File: config.mk
export PLATFORM = sky130hd
export DESIGN_NAME = lsu_mem_port
export DESIGN_NICKNAME = d
export VERILOG_FILES = /design/src/rtl/lsu_mem_port.sv
export SDC_FILE = /design/constraint.sdc
export NUM_CORES = 1
export LEC_CHECK = 0
export BUFFER_PORTS_ARGS = -buffer_cell sky130_fd_sc_hd__buf_2
export CAP_MARGIN = 30
export CORE_MARGIN = 4
export CORE_UTILIZATION = 55
export DETAILED_ROUTE_END_ITERATION = 12
export PLACE_DENSITY = 0.86
export SYNTH_ARGS = -nofsm -noshare
export SYNTH_HDL_FRONTEND = slang
export SYNTH_SLANG_ARGS = --single-unit
File: constraint.sdc
create_clock -name clk_i -period 5.5 [get_ports clk_i]
set_input_delay 1.1 -clock clk_i [delete_from_list [all_inputs] [get_ports clk_i]]
set_output_delay 1.1 -clock clk_i [all_outputs]
set_load 0.005 [all_outputs]
File: src/rtl/lsu_mem_port.sv
`default_nettype none
// lsu_mem_port: load/store unit bridging the MEM stage to a ready-handshaked data memory.
// Define LSU_MISALIGN_TRAP_EN to trap misaligned accesses instead of aligning them down.
module lsu_mem_port #(
  parameter int DATA_W  = 32,
  parameter int ADDR_W  = 9,
  parameter int TIMEOUT = 16
) (
  input  logic                clk_i,
  input  logic                rst_ni,
  input  logic                req_valid_i,
  input  logic                req_we_i,
  input  logic [2:0]          req_funct3_i,
  input  logic [ADDR_W-1:0]   req_addr_i,
  input  logic [DATA_W-1:0]   req_wdata_i,
  output logic                stall_o,
  output logic                resp_valid_o,
  output logic [DATA_W-1:0]   resp_rdata_o,
  output logic                resp_err_o,
  output logic                mem_rd_o,
  output logic                mem_wr_o,
  output logic [ADDR_W-1:0]   mem_addr_o,
  output logic [DATA_W/8-1:0] mem_be_o,
  output logic [DATA_W-1:0]   mem_wdata_o,
  input  logic [DATA_W-1:0]   mem_rdata_i,
  input  logic                mem_ready_i
);

  localparam int BE_W   = DATA_W / 8;
  localparam int LANE_W = $clog2(BE_W);
  localparam int CNT_W  = $clog2(TIMEOUT + 1);

  typedef enum logic [1:0] {
    IDLE   = 2'd0,
    ACCESS = 2'd1,
    RESP   = 2'd2
  } state_e;

  state_e              state_q, state_d;
  logic                we_q, we_d;
  logic [2:0]          f3_q, f3_d;
  logic [LANE_W-1:0]   lane_q, lane_d;
  logic [ADDR_W-1:0]   addr_q, addr_d;
  logic [BE_W-1:0]     be_q, be_d;
  logic [DATA_W-1:0]   wdata_q, wdata_d;
  logic [DATA_W-1:0]   rdata_q, rdata_d;
  logic                err_q, err_d;
  logic [CNT_W-1:0]    cnt_q, cnt_d;

  logic [LANE_W-1:0]   req_lane, size_m1, lane_al;
  logic [BE_W-1:0]     size_be;
  logic                req_illegal;
  logic [DATA_W-1:0]   ld_sh, ld_mask, ld_fmt;
  logic                ld_sign;

  always_comb begin
    req_lane = req_addr_i[LANE_W-1:0];
    case (req_funct3_i[1:0])
      2'b00:   begin size_m1 = '0;            size_be = BE_W'(1);     end
      2'b01:   begin size_m1 = LANE_W'(1);    size_be = BE_W'(2'b11); end
      2'b10:   begin size_m1 = LANE_W'(3);    size_be = BE_W'(4'hF);  end
      default: begin size_m1 = LANE_W'(7);    size_be = '1;           end
    endcase
    req_illegal = (req_funct3_i == 3'b111) || (req_we_i && req_funct3_i[2]) ||
                  ((req_funct3_i[1:0] == 2'b11) && (DATA_W < 64));
    lane_al     = req_lane & ~size_m1;
  end

  // Load data: shift the addressed lane down, then sign- or zero-extend above the access size.
  always_comb begin
    ld_sh = mem_rdata_i >> {lane_q, 3'b000};
    case (f3_q[1:0])
      2'b00:   begin ld_mask = DATA_W'(8'hFF);        ld_sign = ld_sh[7];        end
      2'b01:   begin ld_mask = DATA_W'(16'hFFFF);     ld_sign = ld_sh[15];       end
      2'b10:   begin ld_mask = DATA_W'(32'hFFFF_FFFF); ld_sign = ld_sh[31];      end
      default: begin ld_mask = '1;                    ld_sign = ld_sh[DATA_W-1]; end
    endcase
    ld_fmt = (ld_sh & ld_mask) | ({DATA_W{ld_sign & ~f3_q[2]}} & ~ld_mask);
  end

  always_comb begin
    state_d = state_q;
    we_d    = we_q;
    f3_d    = f3_q;
    lane_d  = lane_q;
    addr_d  = addr_q;
    be_d    = be_q;
    wdata_d = wdata_q;
    rdata_d = rdata_q;
    err_d   = err_q;
    cnt_d   = cnt_q;
    case (state_q)
      IDLE: begin
        cnt_d = '0;
        if (req_valid_i) begin
          err_d   = 1'b0;
          rdata_d = '0;
          if (req_illegal) begin
            err_d   = 1'b1;
            state_d = RESP;
          end
`ifdef LSU_MISALIGN_TRAP_EN
          else if (|(req_lane & size_m1)) begin
            err_d   = 1'b1;
            state_d = RESP;
          end
`endif
          else begin
            we_d    = req_we_i;
            f3_d    = req_funct3_i;
            lane_d  = lane_al;
            addr_d  = {req_addr_i[ADDR_W-1:LANE_W], {LANE_W{1'b0}}};
            be_d    = size_be << lane_al;
            wdata_d = req_wdata_i << {lane_al, 3'b000};
            state_d = ACCESS;
          end
        end
      end
      ACCESS: begin
        cnt_d = cnt_q + CNT_W'(1);
        if (mem_ready_i) begin
          rdata_d = we_q ? '0 : ld_fmt;
          err_d   = 1'b0;
          state_d = RESP;
        end else if (cnt_q == CNT_W'(TIMEOUT - 2)) begin
          err_d   = 1'b1;
          state_d = RESP;
        end
      end
      RESP:    state_d = IDLE;
      default: state_d = IDLE;
    endcase
  end

  always_ff @(posedge clk_i or negedge rst_ni) begin
    if (!rst_ni) begin
      state_q <= IDLE;
      we_q    <= 1'b0;
      f3_q    <= '0;
      lane_q  <= '0;
      addr_q  <= '0;
      be_q    <= '0;
      wdata_q <= '0;
      rdata_q <= '0;
      err_q   <= 1'b0;
      cnt_q   <= '0;
    end else begin
      state_q <= state_d;
      we_q    <= we_d;
      f3_q    <= f3_d;
      lane_q  <= lane_d;
      addr_q  <= addr_d;
      be_q    <= be_d;
      wdata_q <= wdata_d;
      rdata_q <= rdata_d;
      err_q   <= err_d;
      cnt_q   <= cnt_d;
    end
  end

  // IDLE stall is combinational and must also read 0 while reset is held.
  assign stall_o      = (state_q == ACCESS) || ((state_q == IDLE) && req_valid_i && rst_ni);
  assign mem_rd_o     = (state_q == ACCESS) && !we_q;
  assign mem_wr_o     = (state_q == ACCESS) && we_q;
  assign mem_addr_o   = (state_q == ACCESS) ? addr_q  : '0;
  assign mem_be_o     = (state_q == ACCESS) ? be_q    : '0;
  assign mem_wdata_o  = (state_q == ACCESS) ? wdata_q : '0;
  assign resp_valid_o = (state_q == RESP);
  assign resp_err_o   = (state_q == RESP) && err_q;
  assign resp_rdata_o = (state_q == RESP) ? rdata_q : '0;

endmodule
`default_nettype wire

# --- Word-level counts from Yosys, hierarchy flattened ---
# Cells that the tools add are included.
totals:
  reg_bits: 89
  inputBits: 81
  wordCells: 74
classes:
  shift: 3
  reduce_logical: 18
  mux: 23
  n_addsub: 1
  bitwise: 9
  n_eq_ne: 10
ops:
  columns: ["cell", "n"]
  rows:
  - ["$mux W32", 5]
  - ["$pmux W32 S2", 2]
  - ["$and A32 B32 Y32", 2]
  - ["$not A32 Y32", 1]
  - ["$or A32 B32 Y32", 1]
  - ["$shl A32 B5 Y32", 1]
  - ["$shr A32 B5 Y32", 1]
  - ["$pmux W5 S2", 1]
  - ["$mux W9", 1]
  - ["$reduce_and A3 Y1", 3]
  - ["$mux W2", 4]
  - ["$pmux W2 S2", 2]
  - ["$pmux W4 S2", 1]
  - ["$eq A2 B1 Y1 const B", 3]
  - ["$logic_and A1 B1 Y1", 6]
  - ["$logic_not A2 Y1", 3]
  - ["$add A5 B1 Y5 const B", 1]
  - ["$eq A5 B4 Y1 const B", 1]
  - ["$eq A2 B2 Y1 const B", 2]
  - ["$mux W1", 4]
  - ["$mux W4", 1]
  - ["$ne A2 B2 Y1 const B", 2]
  - ["$pmux W1 S2", 2]
  - ["$shl A4 B2 Y4", 1]
  - ["other kinds (10)", 13]

# --- Longest topological paths before layout ---
# Gate-level depths: netlist of the first run.
depth:
  depth_word: 8
  mapped_depth: 7

# --- Least setup slack after synthesis of the first run ---
# No wires, ideal clock.
synth_path:
  path_type: "input to register"
  startpoint: "input port req_funct3_i[1]"
  endpoint: "register wdata_q[19]"
  arrival_ps: 2517
  stages: 6
  setup_ps: 127
  path_buffers: 2
  slack_ps: 2856
  cell_sequence: "buf_2 > nor3b_2 > clkbuf_1 > mux2_2 > a221oi_1 > nor2_1"
synth_between:
  elab_chain_cells: 5
synth_rtl:
  columns: ["element", "line_no", "source"]
  rows:
  - ["from (decl)", "13", "input logic [2:0] req_funct3_i,"]
  - ["$eq A2 B1 Y1 (tied with other cells)", "58", "case (req_funct3_i[1:0])"]
  - ["$pmux W2 S2 or $logic_or A1 B1 Y1 (tied branches)", "58, 64", null]
  - ["$not A2 Y2 or $logic_or A1 B1 Y1 (tied branches)", "66, 64", null]
  - ["$and A2 B2 Y2 or $not A1 Y1 (tied branches)", null, null]
  - ["$shl A32 B5 Y32 or $reduce_and A3 Y1 (tied branches)", null, null]
  - ["to (signal assigned)", "154", "wdata_q <= wdata_d;"]
  - ["to (decl)", "45", "logic [DATA_W-1:0] wdata_q, wdata_d;"]
# Several ways; a longest one is shown, not always the timed one.
# A chain may end at the register's enable or synchronous reset.

# --- Worst setup path in the final report of the first run ---
# Ends and elaborated chain as after synthesis.

==> results.json, run 1 <==
{
  "core_um2": 8806,
  "finalWirelength_um": 14440,
  "syn_area_um2": 5045,
  "routedWlPerCell_um": 17.92,
  "setup_viol": 0,
  "synth.area.top_cells": "dfrtp_1 44%, and2_1 9.5%, nand2_1 8.1%",
  "ys.flop_type": "dfrtp_1",
  "rsz0062_at_grt": "no",
  "ys_ff_latch": 89,
  "vias": 4737,
  "cts_tree": "built",
  "critPathMaxFanout": 43,
  "fmax_mhz": 320.2,
  "cts.clk_slew.worst_paths_ns": 0.09,
  "synth_area_per_cell_um2": 9.090,
  "synth-edff-count": 0,
  "hold_buffers": 0,
  "async_flop_share_pct": 100.0,
  "synth_cells": 555,
  "p_leak_uw": 0.003257,
  "dpl.hpwl_um": 10560,
  "holdWs_ns": 0.4659,
  "worstHoldStart": "wdata_q[0]$_DFFE_PN0P_",
  "place.gp.congestion": 0.9042,
  "hp-class": "reg -> reg",
  "drc": 0,
  "p_seq_share_pct": 45.8,
  "antenna_found_initial": 2,
  "layout.nets": 774,
  "drv_slew": 0,
  "rows": 34,
  "p_sw_share_pct": 34.69,
  "r2r-start": "state_q[0]$_DFFE_PN0P_",
  "fin_crit_sh_pct": 56.79,
  "yosysWarnings": 0,
  "grt-ovfl-total": 0,
  "slowest_stage": "nand3b_1",
  "fin_tns_setup_ns": 0,
  "whs_endpoint": "wdata_q[0]$_DFFE_PN0P_",
  "r2r_cells": 5,
  "ios": 163,
  "die_x_um": 103.8,
  "p_int_uw": 1460,
  "clockRootBuffer": "clkbuf_8",
  "grt_use_total_pct": 26.86,
  "die_y_um": 103.8,
  "synth_top_cell_area_share_pct": 44.15,
  "grt_max_degree": 80,
  "post-route-min-period_ns": 3.124,
  "final_cell_area_um2": 6156,
  "viasPerCell": 5.877,
  "cp.arrival_ns": 3.36,
  "drt_first_pass_iters": 5,
  "drive_above_1_share_pct": 29.74,
  "worst_pin_slew_ns": 0.9867,
  "start_util_pct": 57.29,
  "postCtsSetupBuffers": 0,
  "power_density_nw_per_um2": 363.3,
  "post_cts_resized": 0,
  "die_area_um2": 10770,
  "post_dp_cell_area_um2": 5874,
  "cpMostUsedCell": "a221oi_1",
  "cp_num_buf_inv": 2,
  "maxSlewHeadroom_pct": 34.02,
  "htree_levels": 3,
  "status": "finished, final reports clean",
  "finalHoldViolations": 0,
  "ir_drop_v": 0.0001552,
  "synth.yosys.seq_area_share_pct": 44.15,
  "cts_max_path_buffers": 2,
  "min_path_cells": 2,
  "area_delta_synth_final_pct": 22.02,
  "crit_family": "simple AND/OR/NAND/NOR gates",
  "reg2reg_slack_ns": 2.77,
  "p_switching_uw": 775.8,
  "io_buffers": 160,
  "synth_area_leader_cell": "dfrtp_1",
  "skew_ns": 0.01466,
  "final_util_pct": 69.91,
  "cts.sinks": 89,
  "worstSetupStartpointType": "primary input",
  "final_cell_mix": "159 x buf_2, 109 x nand2_1, 89 x dfrtp_1",
  "grt_pass1_wl_um": 23670,
  "crit_type": "in -> reg",
  "layout_commonest_cell": "buf_2",
  "first_iter_violations": 279,
  "cp.required_ns": 5.74,
  "p_comb_share_pct": 31.5,
  "grt_pass1_vias": 4601,
  "clkPwrFrac_pct": 22.7,
  "end_kind": "register",
  "crit_chain": "buf_2, a221oi_1, nand3b_1, buf_4, a221oi_1, nor2_1",
  "cts-buffers-inserted": 9,
  "regToRegEndpoint": "wdata_q[19]$_DFFE_PN0P_",
  "clk_latency_ns": 0.36,
  "ant_nets": 0,
  "ys_types": 43,
  "maxCapViolCount": 0,
  "fillers": 694,
  "cpPeakStageDelay_ns": 0.75
}
[metrics by stage]
step | total power (uW) | setup slack [ns] | cells
after detailed placement | 1731 | 2.011 | 786
after CTS | 2241 | 2.385 | 802
after global placement | 1685 | 2.114 | 784
after global routing | 2392 | 2.048 | 806
after floorplan | 1455 | 2.856 | 556
final | 2236 | 2.376 | 806
[how the worst max path moves through the flow]
stage          slack [ns]                      end  cells after the start            start
6_report             2.38  wdata_q[19]$_DFFE_PN0P_                      6  req_funct3_i[1]
2_1_floorplan        2.86  wdata_q[19]$_DFFE_PN0P_                      6  req_funct3_i[1]
5_1_grt              2.05  wdata_q[16]$_DFFE_PN0P_                      6  req_funct3_i[1]
3_5_place_dp         2.01  wdata_q[17]$_DFFE_PN0P_                      6  req_funct3_i[1]
3_3_place_gp         2.11  wdata_q[22]$_DFFE_PN0P_                      6  req_funct3_i[1]
4_1_cts              2.38  wdata_q[19]$_DFFE_PN0P_                      6  req_funct3_i[1]
[layer usage]
metal | global-route usage [%] | up-vias | share of wire, %
met5 | 0 | - | 0
met4 | 11.78 | 0 | 3.5
met3 | 4.478 | 33 | 8.1
met2 | 43.93 | 247 | 48
met1 | 35.38 | 2263 | 40
li1 | - | 2194 | -
[kinds of logic after synthesis]
| kind of cell | count (synthesis) | share of synthesized area (%) |
|---|---|---|
| AND/OR/NAND/NOR | 253 | 25.12 |
| AO/OA/AOI/OAI | 118 | 16.87 |
| flip-flops | 89 | 44.15 |
| buffers and inverters | 49 | 4.092 |
| multiplexers | 43 | 9.201 |
| adder cells (fa/ha/maj) | 2 | 0.4960 |
| other | 1 | 0.07433 |
[synthesized netlist by cell type (all sizes together) (2+ instances only)]
cell,count
or3b,2
o21ai,24
o2bb2ai,7
a21oi,27
mux2,17
nand3,10
dfrtp,89
nor3b,3
ha,2
nor3,3
clkbuf,34
mux2i,25
a21o,2
a221oi,9
or2,2
nor2,30
a221o,16
nand2,109
a22o,21
inv,3
nand3b,2
nor2b,7
nand2b,4
a22oi,8
buf,12
and2,77
[area by class of cell]
type | count | area (um^2) | share of cell area (%)
diodes | 2 | 5.005 | 0.08130
clock buffers | 9 | 123.9 | 2.012
clock inverters | 7 | 100.1 | 1.626
inverters | 3 | 11.26 | 0.1829
multi-input cells | 418 | 2618 | 42.52
flip-flops and latches | 89 | 2227 | 36.18
well taps | 108 | 135.1 | 2.195
repair buffers | 170 | 935.9 | 15.20
[power groups by stage]
| stage | logic [uW] | clock network (uW) | registers, uW |
|---|---|---|---|
| 6_report | 705 | 508 | 1020 |
| 5_1_grt | 793 | 545 | 1050 |
| 4_1_cts | 702 | 517 | 1020 |
| 3_5_place_dp | 701 | 0 | 1030 |
| 3_3_place_gp | 663 | 0 | 1020 |
| 2_1_floorplan | 493 | 0 | 962 |
[worst min-delay path, cell delays in order (launching register included)]
cell and delay (ns):
dfrtp_1 0.35, nand2_1 0.05, nand2_1 0.05
[registers in the layout, indices dropped and copies added (netlist names)]
name,cells
rdata_q,32
wdata_q,32
addr_q,7
cnt_q,5
be_q,4
f3_q,3
lane_q,2
state_q,2
err_q,1
we_q,1
(Power assumes the default switching activity.)
==> run 2, diff against run 1 <==
- CORE_UTILIZATION: 55 -> 46
- PLACE_DENSITY: 0.86 -> 0.76
- clock period: 5.5 -> 2.8 ns (I/O delays scaled with it)
==> run 2 against run 1 <==
Effect of this change:
- cell area is 0.41% higher
- total power rose by 93%
- worst hold slack worse by 0.19 ns
- critical endpoint is now resp_rdata_o[8]
- largest power group unchanged
- highest routed layer unchanged
==> results.json, run 2 (synthesis gave the netlist of run 1 again) <==
{
  "total_power_uw": 4311,
  "routedWlPerCell_um": 17.37,
  "grt_use_total_pct": 22.90,
  "rsz0062_at_grt": "no",
  "postCtsSetupBuffers": 0,
  "antenna_cells": 0,
  "wl_met3_um": 1223,
  "worst_pin_slew_ns": 0.8160,
  "rows": 37,
  "start_util_pct": 48.01,
  "r2r-start": "state_q[1]$_DFFE_PN0P_",
  "cp.arrival_ns": 1.74,
  "fin_tns_setup_ns": 0,
  "grt_max_degree": 50,
  "r2r_cells": 4,
  "ant_nets": 0,
  "core_um2": 10510,
  "hp-class": "in -> async",
  "critPathMaxFanout": 17,
  "route.met2.wl_um": 6928,
  "first_iter_violations": 297,
  "layout.nets": 782,
  "reg_top3": "rdata_q x32, wdata_q x32, addr_q x7",
  "antenna_found_initial": 0,
  "grt_pass1_vias": 4681,
  "setup_ws_ns": 0.4994,
  "io_buffers": 160,
  "reg2reg_slack_ns": 0.57,
  "final_cell_area_um2": 6181,
  "cp.required_ns": 2.24,
  "finalWirelength_um": 14590,
  "cts-buffers-inserted": 9,
  "post_dp_cell_area_um2": 5957,
  "area_delta_synth_final_pct": 22.52,
  "cpPeakStageDelay_ns": 0.63,
  "clockRootBuffer": "clkbuf_8",
  "setup_viol": 0,
  "die_area_um2": 12710,
  "final_cell_mix": "159 x buf_2, 109 x nand2_1, 89 x dfrtp_1",
  "cts_tree": "built",
  "end_kind": "output pin",
  "clk_latency_ns": 0.36,
  "die_y_um": 112.7,
  "fmax_mhz": 434.7,
  "layout_commonest_cell": "buf_2",
  "htree_levels": 3,
  "place_ws_ns": 0.5835,
  "maxSlewHeadroom_pct": 45.19,
  "finalHoldViolations": 0,
  "die_x_um": 112.7,
  "regToRegEndpoint": "rdata_q[20]$_DFFE_PN0P_",
  "post-route-min-period_ns": 2.301,
  "fin_crit_sh_pct": 82.16,
  "drive_above_1_share_pct": 30.40,
  "crit_chain": "nor2b_1, buf_4, and2_1, buf_2",
  "status": "finished, final reports clean",
  "crit_type": "reg -> out",
  "vias": 4696,
  "power_density_nw_per_um2": 697.4,
  "ios": 163,
  "skew_ns": 0.009523,
  "post_cts_resized": 0,
  "dpl.hpwl_um": 10850,
  "grt_pass1_wl_um": 23800,
  "drv_slew": 0,
  "slowest_stage": "dfrtp_1",
  "drt-met1-wl_um": 6262,
  "drc": 0,
  "p_leak_uw": 0.003263,
  "hold_buffers": 0,
  "drt_first_pass_iters": 5,
  "ir_drop_v": 0.0002923,
  "cts_max_path_buffers": 2,
  "cts.sinks": 89,
  "place.gp.congestion": 0.9085,
  "worstSetupStartpointType": "register",
  "routed.top_layer": "met4",
  "cts.clk_slew.worst_paths_ns": 0.10,
  "maxCapViolCount": 0,
  "grt-ovfl-total": 0,
  "viasPerCell": 5.590
}
==> run 2: cell types whose count changed in the layout (fill, tap and decap cells not counted), sizes merged <==
cell	before	now
inv	7	3
diode	2	0
buf	169	178
bufinv	2	1
clkinv	1	4
clkinvlp	0	1
==> run 2: final cells by class <==
class	instances	area [um^2]
Sequential cell	89	2227
Timing Repair Buffer	178	958.4
Tap cell	136	170.2
Inverter	3	11.26
Fill cell	932	4328
Clock buffer	10	127.6
Multi-Input combinational cell	418	2618
Clock inverter	6	68.82
==> run 2: routing by layer <==
| metal | track usage (%) | vias to the layer above |
|---|---|---|
| met5 | 0 | - |
| met3 | 4.332 | 15 |
| met1 | 30.85 | 2251 |
| li1 | - | 2208 |
| met4 | 6.651 | 0 |
| met2 | 37.84 | 222 |
==> run 2: worst max-delay path: cells and delay by family (launching register included) <==
kind / cells / cell delay [ns]
AND/OR/NAND/NOR: 2 / 0.43
flip-flops: 1 / 0.63
buffers and inverters: 2 / 0.34
==> run 2: how the worst max path moves through the flow <==
stage | startpoint | endpoint | slack (ns) | cells past startpoint
3_5_place_dp | mem_ready_i | rdata_q[17]$_DFFE_PN0P_ | 0.58 | 5
2_1_floorplan | req_funct3_i[1] | wdata_q[19]$_DFFE_PN0P_ | 0.70 | 6
4_1_cts | state_q[1]$_DFFE_PN0P_ | resp_rdata_o[15] | 0.48 | 4
5_1_grt | state_q[1]$_DFFE_PN0P_ | resp_rdata_o[23] | 0.31 | 4
3_3_place_gp | req_funct3_i[1] | wdata_q[22]$_DFFE_PN0P_ | 0.65 | 5
6_report | state_q[1]$_DFFE_PN0P_ | resp_rdata_o[8] | 0.50 | 4
==> run 2: per-stage QoR <==
step | utilization (%) | hold WS, ns | cells
after floorplan | - | 0.2644 | 556
after global placement | 56.69 | 0.4436 | 823
after detailed placement | 56.69 | 0.4470 | 823
after CTS | 58.55 | 0.2795 | 839
after global routing | 58.82 | 0.3087 | 840
final | 58.82 | 0.2739 | 840
==> run 2: where the power goes <==
part	switching, uW	total, uW	leakage (uW)	internal, uW
clock	482	898	0.0000964	416
combinational	755	1410	0.00202	659
sequential	289	2000	0.00115	1710
==> run 3, diff against run 2 <==
- clock period: 2.8 -> 1.85 ns (I/O delays scaled with it)
==> run 3 against run 2 <==
Effect of this change:
- the run now ends with negative setup slack left
- critical path type unchanged
- setup slack worse by 0.64 ns
- final cell count is 3.7% higher
- sequential power is 50% higher
- die area stayed put
- routed wire length is 9.2% higher
- first-iteration DRC count is 3.0% higher
- utilization is 6.2 points higher
- non-clock buffer count is 33 higher
==> results.json, run 3 (synthesis gave the netlist of run 1 again) <==
{
  "startpoint": "state_q[0]$_DFFE_PN0P_",
  "cts-buffers-inserted": 9,
  "grt_pass1_wl_um": 24560,
  "violations": "negative setup slack",
  "crit_family": "buffers and inverters",
  "clockRootBuffer": "clkbuf_8",
  "place.gp.congestion": 0.9129,
  "dpl.hpwl_um": 10580,
  "worstSetupStartpointType": "register",
  "routedWlPerCell_um": 18.28,
  "cts_tree": "built",
  "maxSlewHeadroom_pct": 51.97,
  "final_util_pct": 64.98,
  "ir_drop_v": 0.0004638,
  "clk_latency_ns": 0.36,
  "die_y_um": 112.7,
  "core_um2": 10510,
  "first_iter_violations": 306,
  "multi_input_area_um2": 2738,
  "layout_commonest_cell": "buf_2",
  "cp_num_buf_inv": 4,
  "r2r-start": "state_q[0]$_DFFE_PN0P_",
  "drive_above_1_share_pct": 38.56,
  "area_delta_synth_final_pct": 35.37,
  "route.met2.wl_um": 7595,
  "slowest_stage": "dfrtp_1",
  "fin_tns_setup_ns": -6.790,
  "maxCapViolCount": 0,
  "fmax_mhz": 502.4,
  "final_cell_mix": "137 x buf_2, 109 x nand2_1, 89 x dfrtp_1",
  "ant_nets": 0,
  "cp.arrival_ns": 1.62,
  "wl_met3_um": 1375,
  "hold_buffers": 0,
  "end_kind": "output pin",
  "fin_crit_sh_pct": 107.6,
  "viasPerCell": 5.587,
  "post-route-min-period_ns": 1.991,
  "fillers": 869,
  "antenna_found_initial": 0,
  "post_dp_cell_area_um2": 6157,
  "finalHoldViolations": 0,
  "layout.nets": 815,
  "cp.required_ns": 1.48,
  "grt_pass1_vias": 4827,
  "grt-ovfl-total": 0,
  "drc": 0,
  "die_x_um": 112.7,
  "routed.top_layer": "met4",
  "rsz0062_at_grt": "yes",
  "power_density_nw_per_um2": 1044,
  "reg_top3": "rdata_q x32, wdata_q x32, addr_q x7",
  "drt_first_pass_iters": 5,
  "cts_max_path_buffers": 2,
  "grt_use_total_pct": 23.75,
  "crit_type": "reg -> out",
  "setup_viol": 76,
  "p_leak_uw": 0.003545,
  "drt-met1-wl_um": 6619,
  "skew_ns": 0.01995,
  "finalWirelength_um": 15920,
  "start_util_pct": 48.01,
  "htree_levels": 3,
  "ios": 163,
  "vias": 4866,
  "status": "finished with violations",
  "grt_max_degree": 90,
  "rows": 37,
  "regArea_um2": 2227,
  "cts.clk_slew.worst_paths_ns": 0.07,
  "die_area_um2": 12710,
  "io_buffers": 160,
  "setup_ws_ns": -0.1405,
  "final_cell_area_um2": 6829,
  "worst_pin_slew_ns": 0.7178,
  "cts.sinks": 89,
  "hp-class": "in -> async",
  "critPathMaxFanout": 11,
  "crit_chain": "buf_6, nor2b_4, buf_12, buf_16, and2_1, buf_2",
  "cpPeakStageDelay_ns": 0.44,
  "drv_slew": 0
}
run 3: cell types whose count changed in the layout (fill, tap and decap cells not counted), sizes merged:
cell    delta
diode      +1
clkinv     -2
buf       +31
clkbuf     +1
run 3: area by class of cell:
cell class | instances | area share (%)
repair buffers | 211 | 22.10
flip-flops and latches | 89 | 32.61
clock buffers | 9 | 1.814
inverters | 3 | 0.1649
diodes | 1 | 0.03664
well taps | 136 | 2.492
clock inverters | 4 | 0.6962
multi-input cells | 418 | 40.09
run 3: worst register-to-register path, stage by stage, from the launching register on:
cell and delay (ns):
dfrtp_1 0.44, buf_4 0.15, buf_4 0.13, a221oi_2 0.20, nand3b_1 0.20, buf_4 0.19
buf_6 0.16, a21oi_1 0.16, a22o_1 0.14
run 3: worst paths after layout:
kind / to / slack, ns / cells after the start
min reg2reg: wdata_q[7]$_DFFE_PN0P_ / 0.47 / 2
min in group clk_i: addr_q[5]$_DFFE_PN0P_ / 0.20 / 3
max: mem_wdata_o[4] / -0.14 / 6
max reg2reg: wdata_q[12]$_DFFE_PN0P_ / 0.04 / 8
max in group asynchronous: be_q[2]$_DFFE_PN0P_ / 1.39 / 2
min: cnt_q[0]$_DFFE_PN0N_ / 0.06 / 2
run 3: repair_timing:
| action | in CTS | in global routing |
|---|---|---|
| pin swaps | 0 | 12 |
| cloned | 2 | 4 |
| endpoints found under the setup margin | 77 | 98 |
| buffers inserted | 4 | 9 |
| gates resized for setup | 40 | 28 |
| endpoints found under the hold margin | 0 | 0 |
run 3: per-layer routing:
metal,up-vias,global-route usage (%)
met2,232,39.30
met5,-,0
met1,2333,31.40
met3,30,5.882
li1,2271,-
met4,0,6.010
run 3: through the flow:
step | setup WS, ns | std cells | power [uW] | hold WS (ns)
4_1_cts | -0.1183 | 857 | 6886 | 0.08542
6_report | -0.1405 | 871 | 7127 | 0.06103
5_1_grt | -0.2051 | 870 | 7572 | 0.1179
2_1_floorplan | 0.02191 | 556 | 4326 | 0.07441
3_5_place_dp | -0.006804 | 838 | 5301 | 0.4479
3_3_place_gp | 0.02479 | 838 | 5215 | 0.4457
run 3: power breakdown:
group | internal, uW | switching, uW
combinational | 1480 | 1370
sequential | 2590 | 413
clock | 598 | 676
